File: src/rtl/input_conditioner.sv
// ============================================================================
// Module   : input_conditioner
// Purpose  : Synchronizes and debounces four pushbuttons, emits press pulses
//            and an arrow hit code. Define INPUT_CHORD_EN to enable the
//            chord-window FSM; otherwise hits are reported per press cycle.
// Revision : 1.0 - initial release
// ============================================================================
`timescale 1ns/1ps
`default_nettype none

module input_conditioner #(
    parameter int DEBOUNCE_CYCLES = 1000000,
    parameter int CHORD_CYCLES    = 5000000
) (
    input  logic       clk,
    input  logic       reset,
    input  logic       Up,
    input  logic       Down,
    input  logic       Left,
    input  logic       Right,
    input  logic       enable,
    output logic [3:0] btn_level,
    output logic [3:0] press,
    output logic       hit_valid,
    output logic [4:0] hit_code
);

    localparam logic [23:0] C_DEB_LAST   = 24'(DEBOUNCE_CYCLES - 1);
    localparam logic [4:0]  C_ARROW_NONE = 5'd20;

    function automatic logic [4:0] arrow_code(input logic [3:0] m);
        logic [4:0] code;
        code = C_ARROW_NONE;
        case (m)
            4'b1000: code = 5'd10;
            4'b0100: code = 5'd11;
            4'b0010: code = 5'd12;
            4'b0001: code = 5'd13;
            4'b1100: code = 5'd14;
            4'b1010: code = 5'd15;
            4'b1001: code = 5'd16;
            4'b0110: code = 5'd17;
            4'b0101: code = 5'd18;
            4'b0011: code = 5'd19;
            default: code = C_ARROW_NONE;
        endcase
        return code;
    endfunction

    logic [3:0] raw_w;
    logic [3:0] sync1_q;
    logic [3:0] sync2_q;
    logic [3:0] level_w;
    logic [3:0] level_d_w;
    logic [3:0] press_q;
    logic [3:0] press_d;

    assign raw_w = {Up, Down, Left, Right};

    always_ff @(posedge clk or posedge reset) begin
        if (reset) begin
            sync1_q <= '0;
            sync2_q <= '0;
        end else begin
            sync1_q <= raw_w;
            sync2_q <= sync1_q;
        end
    end

    for (genvar i = 0; i < 4; i++) begin : g_chan
        logic [23:0] cnt_q;
        logic [23:0] cnt_d;
        logic        lvl_q;
        logic        lvl_d;

        always_comb begin
            cnt_d = '0;
            lvl_d = lvl_q;
            if (sync2_q[i] != lvl_q) begin
                if (cnt_q == C_DEB_LAST) begin
                    lvl_d = sync2_q[i];
                end else begin
                    cnt_d = cnt_q + 24'd1;
                end
            end
        end

        always_ff @(posedge clk or posedge reset) begin
            if (reset) begin
                cnt_q <= '0;
                lvl_q <= 1'b0;
            end else begin
                cnt_q <= cnt_d;
                lvl_q <= lvl_d;
            end
        end

        assign level_w[i]   = lvl_q;
        assign level_d_w[i] = lvl_d;
    end

    // Registered so the pulse lines up with the first cycle the level reads 1.
    assign press_d = level_d_w & ~level_w;

    always_ff @(posedge clk or posedge reset) begin
        if (reset) begin
            press_q <= '0;
        end else begin
            press_q <= press_d;
        end
    end

    assign btn_level = level_w;
    assign press     = press_q;

`ifdef INPUT_CHORD_EN
    localparam logic [23:0] C_WIN_LAST = 24'(CHORD_CYCLES - 1);

    typedef enum logic [1:0] {
        S_IDLE    = 2'd0,
        S_COLLECT = 2'd1,
        S_EMIT    = 2'd2
    } state_t;

    state_t      state_q, state_d;
    logic [3:0]  mask_q, mask_d;
    logic [23:0] win_q, win_d;
    logic        hit_valid_w;
    logic [4:0]  hit_code_w;

    always_comb begin
        state_d     = state_q;
        mask_d      = mask_q;
        win_d       = win_q;
        hit_valid_w = 1'b0;
        hit_code_w  = C_ARROW_NONE;
        if (!enable) begin
            state_d = S_IDLE;
            mask_d  = '0;
            win_d   = '0;
        end else begin
            case (state_q)
                S_IDLE: begin
                    if (press_q != 4'b0000) begin
                        mask_d  = press_q;
                        win_d   = '0;
                        state_d = S_COLLECT;
                    end
                end
                S_COLLECT: begin
                    mask_d = mask_q | press_q;
                    if (win_q == C_WIN_LAST) begin
                        state_d = S_EMIT;
                    end else begin
                        win_d = win_q + 24'd1;
                    end
                end
                S_EMIT: begin
                    hit_valid_w = 1'b1;
                    hit_code_w  = arrow_code(mask_q);
                    win_d       = '0;
                    // A press landing in the emit cycle opens the next window.
                    if (press_q != 4'b0000) begin
                        mask_d  = press_q;
                        state_d = S_COLLECT;
                    end else begin
                        mask_d  = '0;
                        state_d = S_IDLE;
                    end
                end
                default: begin
                    state_d = S_IDLE;
                    mask_d  = '0;
                    win_d   = '0;
                end
            endcase
        end
    end

    always_ff @(posedge clk or posedge reset) begin
        if (reset) begin
            state_q <= S_IDLE;
            mask_q  <= '0;
            win_q   <= '0;
        end else begin
            state_q <= state_d;
            mask_q  <= mask_d;
            win_q   <= win_d;
        end
    end

    assign hit_valid = hit_valid_w;
    assign hit_code  = hit_code_w;
`else
    logic       hit_valid_q, hit_valid_d;
    logic [4:0] hit_code_q, hit_code_d;

    always_comb begin
        hit_valid_d = enable && (press_q != 4'b0000);
        hit_code_d  = hit_valid_d ? arrow_code(press_q) : C_ARROW_NONE;
    end

    always_ff @(posedge clk or posedge reset) begin
        if (reset) begin
            hit_valid_q <= 1'b0;
            hit_code_q  <= C_ARROW_NONE;
        end else begin
            hit_valid_q <= hit_valid_d;
            hit_code_q  <= hit_code_d;
        end
    end

    assign hit_valid = hit_valid_q;
    assign hit_code  = hit_code_q;
`endif

endmodule

`default_nettype wire

File: config.mk
export PLATFORM = sky130hd
export DESIGN_NAME = input_conditioner
export DESIGN_NICKNAME = d
export VERILOG_FILES = /design/src/rtl/input_conditioner.sv
export SDC_FILE = /design/constraint.sdc
export NUM_CORES = 1
export LEC_CHECK = 0
export ABC_AREA = 1
export ABC_CLOCK_PERIOD_IN_PS = 7800
export CAP_MARGIN = 30
export CORE_MARGIN = 5
export CORE_UTILIZATION = 57
export DETAILED_ROUTE_END_ITERATION = 8
export PLACE_DENSITY = 0.75
export RECOVER_POWER = 100
export SLEW_MARGIN = 20
export SYNTH_ARGS = -nofsm -noshare
export SYNTH_HDL_FRONTEND = slang
export SYNTH_SLANG_ARGS = --single-unit
File: constraint.sdc
create_clock -name clk -period 7.8 [get_ports clk]
set_input_delay 1.17 -clock clk [delete_from_list [all_inputs] [get_ports clk]]
set_output_delay 1.17 -clock clk [all_outputs]
set_load 0.02 [all_outputs]
==> impl_metrics.yaml <==
outcome:
  status: "finished with violations"
  violations: "capacitance limit, slew limit"
global_routing:
  grt_start_max_net_pins: 64
  grt_usage_pct: 21.44
  grt_pass1_vias: 5293
  grt-ovfl-total: 0
  grt_pass1_wl_um: 24540
  antenna_found_initial: 0
die:
  die_w_um: 117.9
  rows: 39
  design.core.area_mm2: 0.01142
  chipHeight_um: 117.9
  start_util_pct: 58.11
  die_area_mm2: 0.01390
  ioPinCount: 21
final_layout:
  area.growth.synth_to_final_pct: 11.84
  antenna_cells: 0
  final_cell_mix: "nor2_1 (242), nand2_1 (194), dfrtp_1 (116)"
  nets: 935
  final_layout_size_suffix_gt1_share_pct: 6.652
  final_common_cell: "nor2_1"
clock_network:
  cts_buffers: 17
  path_clk_slew_ps: 50
  cts_hold_buf: 0
  worstSkewPairLatency_ps: 420
  cts_tree: "built"
  cts_buffer_depth: 2
  clkSinkCount: 118
  htreeDepth: 4
  cts-root-buf: "clkbuf_16"
  postCtsSetupBuffers: 0
  cts-resized-gates: 0
timing:
  tns_ps: 0
  skew_ps: 9.196
  holdWs_ps: 352.3
  max_freq_mhz: 286.1
  min_period_over_period_pct: 44.80
  worstMarginPinSlew_ps: 2385
  setup_violations: 0
  slew_headroom_pct: -59.88
  drv_slew: 57
  rsz0062_at_grt: "no"
  hold_viol: 0
  worst_slack_ps: 4305
  fin_crit_ps: 3495
placed_design:
  place_ws_ps: 4803
  dpl.hpwl_um: 10170
  io_buffers: 20
  place_congestion: 0.8871
setup_path:
  cp.arrival_ps: 3940
  cp-start-kind: "input port"
  endpoint: "g_chan[3].cnt_q[0]$_DFF_PP0_"
  r2r_end: "g_chan[1].cnt_q[5]$_DFF_PP0_"
  cp-startpoint: "reset"
  rr_startpoint: "g_chan[1].cnt_q[0]$_DFF_PP0_"
  crit_type: "in -> async"
  critPathRequiredTime_ps: 8250
  worst-r2r-cell-count: 8
  regToRegSetupSlack_ps: 5690
  path_max_fanout: 63
  end_kind: "asynchronous set/reset pin"
hold_path:
  min_path_type: "reg -> reg"
  holdPathStages: 0
routing:
  via_per_inst: 5.181
  ant_nets: 0
  via_count: 5570
  drt_iter0_markers: 435
  drc_errors: 0
  routedWlPerCell_um: 13.25
  firstDrtPassIters: 5
  wl_um: 14240
logic_synthesis:
  yosys_most_used_dff: "dfrtp_1"
  seq_area_frac_synth_pct: 44.54
  async_reset_ff_share_pct: 100.0
  ys_seq_elements: 118
  synth_cell_types: 30
  yosys_warnings: 0
  netlist_area_mm2: 0.006635
  synth-edff-count: 0
  syn_nets: 901
  syn_inst: 886
  syn_area_per_cell_um2: 7.489
power:
  power_leakage_nw: 3.359
  powerDensity_mw_per_mm2: 192.1
  vdd_drop_max_v: 0.0001938
job:
  max_cap_viol_count: 1
==> worst min-delay path by stage <==
stage	from	end	slack, ps
floorplan	sync1_q[0]$_DFF_PP0_	sync2_q[0]$_DFF_PP0_	330
global placement	sync1_q[3]$_DFF_PP0_	sync2_q[3]$_DFF_PP0_	330
detailed placement	sync1_q[2]$_DFF_PP0_	sync2_q[2]$_DFF_PP0_	340
CTS	sync1_q[3]$_DFF_PP0_	sync2_q[3]$_DFF_PP0_	350
global route	sync1_q[1]$_DFF_PP0_	sync2_q[1]$_DFF_PP0_	360
finish	sync1_q[3]$_DFF_PP0_	sync2_q[3]$_DFF_PP0_	350
==> critical path, stage by stage <==
cell	delay (ps)
dlygate4sd3_1	540
clkinvlp_2	1370
buf_4	830
==> stage by stage <==
stage | cell area [um2] | instances | power, mW | util [%]
global placement | 6989 | 1044 | 0.6744 | 61.21
finish | 7421 | 1075 | 1.426 | 64.99
CTS | 7565 | 1075 | 1.438 | 66.25
global route | 7421 | 1075 | 1.476 | 64.99
detailed placement | 6989 | 1044 | 0.6751 | 61.21
floorplan | 6635 | 886 | 0.6611 | -
==> registers in the layout, summed over array words and instances (netlist names) <==
name	cells
g_chan.cnt_q	96
hit_code	5
g_chan.lvl_q	4
press	4
sync1_q	4
sync2_q	4
hit_valid	1
==> Yosys cell counts, types with 2 or more instances <==
cell type / count / area [um2]
buf_4: 4 / 30.03
nand3_2: 3 / 30.03
nand4_1: 15 / 93.84
nand2_4: 2 / 22.52
nand3b_1: 2 / 15.01
buf_2: 4 / 20.02
nor2_1: 231 / 867.1
dfstp_2: 2 / 52.55
nand2_1: 180 / 675.7
xor2_2: 2 / 32.53
ha_1: 8 / 100.1
xor2_1: 26 / 227.7
xnor2_1: 22 / 192.7
o21bai_1: 2 / 15.01
o21ai_0: 9 / 45.04
nor3_1: 11 / 55.05
nor2_2: 21 / 131.4
dfrtp_1: 116 / 2903
nor2_4: 11 / 123.9
nand2_2: 18 / 112.6
nor3b_1: 4 / 30.03
and2_1: 3 / 18.77
a21oi_1: 15 / 75.07
nand3_1: 73 / 365.4
inv_1: 95 / 356.6
inv_2: 3 / 11.26
==> area by class of cell <==
class / instances / area (um2)
fill: 1013 / 3998
sequential: 118 / 2955
timing repair buffer: 23 / 219.0
tap: 143 / 178.9
clock inverter: 9 / 101.3
multi-input combinational: 662 / 3123
clock buffer: 22 / 474.2
inverter: 98 / 369.1
==> kinds of logic after synthesis <==
logic type | synth area share, %
adder cells (fa/ha/maj) | 1.509
AO/OA/AOI/OAI | 2.527
flip-flops | 44.54
AND/OR/NAND/NOR | 38.30
XOR/XNOR | 6.826
buffers and inverters | 6.298
==> per-layer routing <==
metal	up-vias	wire length (um)	global-route usage, %
met5	-	0	0
met4	0	183	6.380
met3	20	648	5.526
met2	125	6673	34.23
met1	2604	6738	28.85
li1	2821	-	-
==> where the power goes <==
| part | internal (mW) | leakage (nW) | total (mW) | switching, mW |
|---|---|---|---|---|
| clock | 0.490 | 0.286 | 0.765 | 0.274 |
| sequential | 0.620 | 1.61 | 0.625 | 0.00540 |
| combinational | 0.00921 | 1.46 | 0.0356 | 0.0264 |
Power figures use the tool's default switching activity.
